$ cat config.mk
export PLATFORM = sky130hd
export DESIGN_NAME = pipeline_ctrl
export DESIGN_NICKNAME = d
export VERILOG_FILES = /design/src/rtl/pipe_ctrl_pkg.sv /design/src/rtl/sat_counter.sv /design/src/rtl/pipeline_ctrl.sv
export SDC_FILE = /design/constraint.sdc
export NUM_CORES = 1
export LEC_CHECK = 0
export ABC_AREA = 0
export BUFFER_PORTS_ARGS = -buffer_cell sky130_fd_sc_hd__buf_2
export CORE_AREA = 5 5 42 44
export DETAILED_ROUTE_END_ITERATION = 7
export DIE_AREA = 0 0 47 49
export GPL_TIMING_DRIVEN = 1
export REMOVE_ABC_BUFFERS = 1
export SLEW_MARGIN = 40
export SYNTH_ARGS = -nofsm -noshare
export SYNTH_HDL_FRONTEND = slang
export SYNTH_SLANG_ARGS = --single-unit
export TNS_END_PERCENT = 50
$ cat constraint.sdc
create_clock -name clk -period 3.4 [get_ports clk]
set_input_delay 0.34 -clock clk [delete_from_list [all_inputs] [get_ports clk]]
set_output_delay 0.34 -clock clk [all_outputs]
set_load 0.03 [all_outputs]
$ cat src/rtl/pipe_ctrl_pkg.sv
// Shared types for the pipeline stall/flush sequencer (pipeline_ctrl).
package pipe_ctrl_pkg;

    typedef enum logic [1:0] {
        RUN       = 2'd0,
        LU_BUBBLE = 2'd1,
        MEM_WAIT  = 2'd2,
        ERR       = 2'd3
    } pipe_state_e;

    // Instruction loaded into IR_D / IR_E by the flush consumers (addi x0,x0,0).
    localparam logic [31:0] NOP_INSTR = 32'h0000_0013;

endpackage

$ cat src/rtl/sat_counter.sv
// Saturating up-counter with synchronous clear; used for pipeline performance counters.
module sat_counter #(
    parameter int W = 32
) (
    input  logic         clk,
    input  logic         rst,
    input  logic         inc,
    output logic [W-1:0] q
);

    logic [W-1:0] cnt_q;
    logic [W-1:0] cnt_d;

    always_comb begin
        cnt_d = cnt_q;
        if (inc && (cnt_q != '1)) begin
            cnt_d = cnt_q + 1'b1;
        end
    end

    always_ff @(posedge clk) begin
        if (rst) begin
            cnt_q <= '0;
        end else begin
            cnt_q <= cnt_d;
        end
    end

    assign q = cnt_q;

endmodule

$ cat src/rtl/pipeline_ctrl.sv
// Stall/flush sequencer for the F, D/E, M/W pipeline with memory-timeout trap.
// Optional stall/flush performance counters are built when PIPE_PERF_CNT_EN is defined.
//
// state     | meaning
// RUN       | normal flow; Mealy stall/flush decisions from the hazard inputs
// LU_BUBBLE | one bubble sits in E; hazard and memory inputs ignored for this cycle
// MEM_WAIT  | whole pipe frozen until data memory reports ready
// ERR       | memory timeout trapped; pipe frozen until rst
module pipeline_ctrl
    import pipe_ctrl_pkg::*;
#(
    parameter int MEM_TIMEOUT = 15,
    parameter int CNT_W       = 32
) (
    input  logic             clk,
    input  logic             rst,
    input  logic             hz_stall,
    input  logic             br_taken,
    input  logic             mem_req,
    input  logic             mem_ready,
    output logic             pc_en,
    output logic             ir_d_en,
    output logic             ir_d_flush,
    output logic             ir_e_en,
    output logic             ir_e_flush,
    output logic             mem_err,
    output logic [1:0]       state_o
`ifdef PIPE_PERF_CNT_EN
    ,
    output logic [CNT_W-1:0] stall_cnt,
    output logic [CNT_W-1:0] flush_cnt
`endif
);

    localparam int WC_W = $clog2(MEM_TIMEOUT + 1);
    localparam logic [WC_W:0] TIMEOUT_V = (WC_W + 1)'(MEM_TIMEOUT);

    pipe_state_e     state_q, state_d;
    logic [WC_W-1:0] wait_cnt_q, wait_cnt_d;
    logic            mem_err_q, mem_err_d;
    logic [WC_W:0]   wait_nxt;

    // One bit wider so the compare cannot wrap for MEM_TIMEOUT = 1.
    assign wait_nxt = {1'b0, wait_cnt_q} + 1'b1;

    always_comb begin
        state_d    = state_q;
        wait_cnt_d = wait_cnt_q;
        mem_err_d  = mem_err_q;
        pc_en      = 1'b1;
        ir_d_en    = 1'b1;
        ir_e_en    = 1'b1;
        ir_d_flush = 1'b0;
        ir_e_flush = 1'b0;

        case (state_q)
            RUN: begin
                wait_cnt_d = '0;
                if (mem_req && !mem_ready) begin
                    pc_en      = 1'b0;
                    ir_d_en    = 1'b0;
                    ir_e_en    = 1'b0;
                    state_d    = MEM_WAIT;
                    wait_cnt_d = WC_W'(1);
                end else if (br_taken) begin
                    ir_d_flush = 1'b1;
                    ir_e_flush = 1'b1;
                end else if (hz_stall) begin
                    pc_en      = 1'b0;
                    ir_d_en    = 1'b0;
                    ir_e_flush = 1'b1;
                    state_d    = LU_BUBBLE;
                end
            end
            LU_BUBBLE: begin
                state_d    = RUN;
                wait_cnt_d = '0;
            end
            MEM_WAIT: begin
                if (mem_ready) begin
                    state_d    = RUN;
                    wait_cnt_d = '0;
                end else begin
                    pc_en   = 1'b0;
                    ir_d_en = 1'b0;
                    ir_e_en = 1'b0;
                    if (wait_nxt >= TIMEOUT_V) begin
                        state_d   = ERR;
                        mem_err_d = 1'b1;
                    end else begin
                        wait_cnt_d = wait_nxt[WC_W-1:0];
                    end
                end
            end
            ERR: begin
                pc_en   = 1'b0;
                ir_d_en = 1'b0;
                ir_e_en = 1'b0;
            end
            default: begin
                state_d = RUN;
            end
        endcase

        // Reset drains the pipe regardless of the (possibly unknown) state.
        if (rst) begin
            pc_en      = 1'b0;
            ir_d_en    = 1'b0;
            ir_e_en    = 1'b0;
            ir_d_flush = 1'b1;
            ir_e_flush = 1'b1;
        end
    end

    always_ff @(posedge clk) begin
        if (rst) begin
            state_q    <= RUN;
            wait_cnt_q <= '0;
            mem_err_q  <= 1'b0;
        end else begin
            state_q    <= state_d;
            wait_cnt_q <= wait_cnt_d;
            mem_err_q  <= mem_err_d;
        end
    end

    assign mem_err = mem_err_q & ~rst;
    assign state_o = rst ? RUN : state_q;

`ifdef PIPE_PERF_CNT_EN
    logic             stall_inc;
    logic             flush_inc;
    logic [CNT_W-1:0] stall_q;
    logic [CNT_W-1:0] flush_q;

    assign stall_inc = !rst && !pc_en && (state_q != ERR);
    assign flush_inc = !rst && ir_d_flush;

    sat_counter #(.W(CNT_W)) u_stall_cnt (
        .clk (clk),
        .rst (rst),
        .inc (stall_inc),
        .q   (stall_q)
    );

    sat_counter #(.W(CNT_W)) u_flush_cnt (
        .clk (clk),
        .rst (rst),
        .inc (flush_inc),
        .q   (flush_q)
    );

    assign stall_cnt = rst ? '0 : stall_q;
    assign flush_cnt = rst ? '0 : flush_q;
`endif

endmodule
; Word-level counts from Yosys, hierarchy flattened
; Cells that the tools add are included.
[totals]
register_bits = 7
in_bits = 6
[classes]
n_bitwise = 3
magnitude_cmp = 1
muxes = 29
n_eq_ne = 7
add_sub_neg = 1
n_reduce_logical = 7
[op_table]
columns = operator, n
row1 = 1-bit two-way mux, 17
row2 = 2-bit two-way mux, 6
row3 = "3-bit inequality test, second input constant", 4
row4 = 4-bit one-hot mux with 3 select lines, 1
row5 = 4-bit two-way mux, 2
row6 = 1-bit one-hot mux with 3 select lines, 2
row7 = 2-bit one-hot mux with 3 select lines, 1
row8 = "4-bit by 1-bit adder with 5-bit output, second input constant", 1
row9 = "5-bit by 4-bit >= comparator with 1-bit output, second input constant", 1
row10 = "2-bit equality test, second input constant", 2
row11 = 4-bit AND reduction, 1
row12 = 3-bit AND reduction, 1
row13 = 3-bit nonzero test, 1
row14 = "2-bit by 1-bit equality test with 1-bit output, second input constant", 1
row15 = 2-bit logical NOT, 1
row16 = 1-bit NOT, 2
row17 = 2-bit AND reduction, 1
row18 = 1-bit bitwise AND, 1
row19 = 1-bit logical AND, 1
row20 = 1-bit logical NOT, 1

; Longest topological paths before layout
[logic_depth]
word_depth = 5
depth_mapped = 7

; Worst setup path after synthesis
; OpenSTA, ideal clock, no wires.
[synth_timing]
kind = register to output
from = register state_q[0]
to = output port pc_en
n_path_buf = 1
required_time_ns = 3.060
path_stages_with_launch = 6
slack_ns = 1.563
t_arrival_ns = 1.497
cell_sequence = dfxtp_1 > inv_1 > ha_1 > nand3_1 > a21oi_1 > buf_4
[synth_via]
elab_chain_len = 3
[synth_rtl]
columns = item, line_no
row1 = start: declaration, pipeline_ctrl.sv:38  ; pipe_state_e state_q, state_d;
row2 = start signal: assignment, pipeline_ctrl.sv:121  ; state_q <= state_d;
row3 = 2-bit equality test / 2-bit logical NOT (equally long branches), n/a
row4 = 1-bit one-hot mux with 3 select lines *, n/a
row5 = 1-bit two-way mux *, n/a
row6 = end: declaration, pipeline_ctrl.sv:21  ; output logic pc_en,
; Mark *: on every way between the ends. The rest lies on a longest branch, timed or not.

; Worst setup path in the final report
[layout_timing]
from = register state_q[0]
to = register wait_cnt_q[2]
[layout_via]
elab_chain_len = 3
[layout_rtl]
columns = item, line_no
row1 = "2-bit equality test, or another cell as far along", pipeline_ctrl.sv:56  ; case (state_q)
row2 = 3-bit inequality test (no source line) / 3-bit nonzero test (equally long branches), n/a
row3 = 2-bit AND reduction (no source line), n/a
row4 = end signal: assignment, pipeline_ctrl.sv:122  ; wait_cnt_q <= wait_cnt_d;
row5 = end: declaration, pipeline_ctrl.sv:39  ; logic [WC_W-1:0] wait_cnt_q, wait_cnt_d;
; Parallel ways exist; a longest one is shown, timed or not.
; A chain may end at the register's enable or synchronous reset.

==> flow_metrics.tcl <==
set metrics [dict create \
    status "completed" \
    worstMarginPinSlew_ns 0.6302 \
    cp-start-kind "flop" \
    clkPwrFrac_pct 22.7 \
    ys.flop_type "dfxtp_1" \
    ctsResizeCount 0 \
    pwr-share-seq_pct 29.2 \
    synth_edf_count 0 \
    cts-root-buf "clkbuf_4" \
    overflow 0 \
    p_total_mw 0.3397 \
    postCtsSetupBuffers 0 \
    vias 519 \
    relSlewSlack_pct 57.53 \
    fin_nets 98 \
    cts_tree "yes" \
    postSynthCellCount 70 \
    area_growth_syn_to_layout_pct 18.49 \
    yosysSeqAreaShare_pct 25.57 \
    viasPerCell 5.139 \
    p_sw_mw 0.1457 \
    portBuffers 13 \
    routed_wl_um 1199 \
    yosysTopAreaCellShare_pct 25.57 \
    netlist_top_cells_count "nor2_1 (9), a21oi_1 (7), dfxtp_1 (7), inv_1 (7), ha_1 (6)" \
    rows 14 \
    cap_violations 0 \
    fin_tns_setup_ns 0 \
    peakVddDrop_mv 0.2587 \
    cts_buffers 3 \
    powerDensity_nw_per_um2 523.2 \
    detail-route-antenna-nets 0 \
    drt_iter0_drc 6 \
    wl_per_cell_um 11.87 \
    core_um2 1401 \
    grt.total_usage_pct 10.50 \
    dp_slack_ns 1.392 \
    cts_sinks 7 \
    leakage_nw 0.2877 \
    grt_pass1_vias 455 \
    holdBufCountCts 0 \
    ys_seq_elements 7 \
    dp_cells 97 \
    crit_required_ns 3.59 \
    drcViolationCount 0 \
    final_core_util_pct 46.34 \
    yosys.area.top_type "dfxtp_1" \
    finalSetupViolations 0 \
    stdcell_count 101 \
    pin_count 14 \
    die_x_um 47 \
    clockBufferDepth 2 \
    grt_start_max_net_pins 15 \
    clkTransAtPathRegs_ns 0.07 \
    synth_cell_types 25 \
    die_area_um2 2303 \
    yosysWarnings 0 \
    htree_levels 1 \
    diodes 0 \
    antenna_found_initial 0 \
    gp_congestion 0.8467 \
    skew_ns 0.01341 \
    internal_power_mw 0.1941 \
    pwr-share-comb_pct 48.0 \
    yosysMostFrequentCell "nor2_1" \
    async_flop_share_pct 0 \
    switching_share_pct 42.88 \
    syn-cell-area_um2 548.0 \
    grt_pass1_wl_um 1869 \
    dp_hpwl_um 928.2 \
    dr.pass1.iters 4 \
    initial_utilization_pct 39.11 \
    period_share_pct 59.43 \
    arrival_ns 2.21 \
    crit_type "flop to flop" \
    grt_setup_unrepaired "false" \
    hp-class "input port to flop" \
    max_freq_mhz 494.9 \
    fin_crit_ns 2.021 \
    avgSynthCellArea_um2 7.829 \
    worst_setup_path_end_kind "flop" \
    drive_gt1_share_pct 24.71 \
    drv_slew 0 \
    synth_area_leaders "dfxtp_1 (26%), ha_1 (14%), a21oi_1 (6.4%)" \
    hold_viol 0 \
    clk_latency_ns 0.26 \
    setup_ws_ns 1.379 \
    cp_max_fo 6 \
    die-height_um 49 \
]
-- worst paths after layout --
kind / start / to / slack [ns] / depth (start not counted)
min: rst / wait_cnt_q[3]$_SDFFE_PP0P_ / 0.41 / 2
min reg2reg: mem_err_q$_SDFFE_PP0P_ / mem_err_q$_SDFFE_PP0P_ / 0.50 / 2
max: state_q[0]$_SDFFE_PP0P_ / wait_cnt_q[2]$_SDFFE_PP0P_ / 1.38 / 7
max reg2reg: state_q[0]$_SDFFE_PP0P_ / wait_cnt_q[2]$_SDFFE_PP0P_ / 1.38 / 7
-- kinds of logic after synthesis --
family,share of synthesized area [%]
multiplexers,5.936
adder cells (fa/ha/maj),13.70
buffers and inverters,6.850
AO/OA/AOI/OAI,22.37
XOR/XNOR,3.197
AND/OR/NAND/NOR,22.37
flip-flops,25.57
-- registers in the layout, indices dropped and copies added, names as in the netlist --
signal	flops
wait_cnt_q	4
mem_err_q	1
state_q	2
-- layout by cell type, fill, tap and decap left out, drive strengths merged --
cell type | netlist | final
clkinv | 0 | 1
dfxtp | 7 | 7
o211ai | 2 | 2
a21oi | 7 | 7
o41ai | 1 | 1
or3 | 1 | 1
nor2b | 3 | 3
nand3 | 3 | 3
buf | 1 | 13
mux2i | 1 | 1
inv | 7 | 7
a211oi | 1 | 1
ha | 6 | 6
a31o | 1 | 1
nor2 | 9 | 9
or4 | 1 | 1
a41oi | 1 | 1
o21ai | 5 | 5
and3b | 1 | 1
nand2b | 4 | 4
clkbuf | 1 | 3
mux2 | 2 | 2
nand2 | 2 | 2
xor2 | 2 | 2
o22ai | 1 | 1
-- area by class of cell --
type,count,area [um^2]
clock buffers,3,22.52
clock inverters,1,5.005
fillers,148,752.0
inverters,7,26.28
multi-input cells,54,370.4
flip-flops and latches,7,140.1
well taps,16,20.02
repair buffers,13,65.06
-- through the flow --
step,hold WS [ns],cell area (um^2)
2_1_floorplan,0.4091,536.8
3_3_place_gp,0.4543,621.8
3_5_place_dp,0.4911,621.8
4_1_cts,0.4141,649.4
5_1_grt,0.4326,649.4
6_report,0.4133,649.4
-- power by group through the flow --
stage / clock network (mW) / logic, mW / registers (mW)
after global placement: 0 / 0.162 / 0.101
final: 0.0772 / 0.163 / 0.0993
after global routing: 0.0834 / 0.181 / 0.100
after detailed placement: 0 / 0.164 / 0.101
after CTS: 0.0794 / 0.165 / 0.0991
after floorplan: 0 / 0.125 / 0.0987
-- layer usage --
| layer | track usage (%) | vias to the layer above | wire length [um] |
|---|---|---|---|
| met2 | 15.38 | 16 | 493 |
| met1 | 14.54 | 230 | 585 |
| met5 | 0 | - | 0 |
| met4 | 2.304 | 0 | 11 |
| li1 | - | 271 | - |
| met3 | 3.690 | 2 | 108 |
-- critical path, stage by stage, from the launching register on --
cell and delay, ns:
dfxtp_1 0.37, inv_1 0.09, ha_1 0.25, nor2b_1 0.20
a41oi_1 0.25, o41ai_2 0.18, or4_1 0.49, a21oi_1 0.14
(Power assumes the default switching activity.)
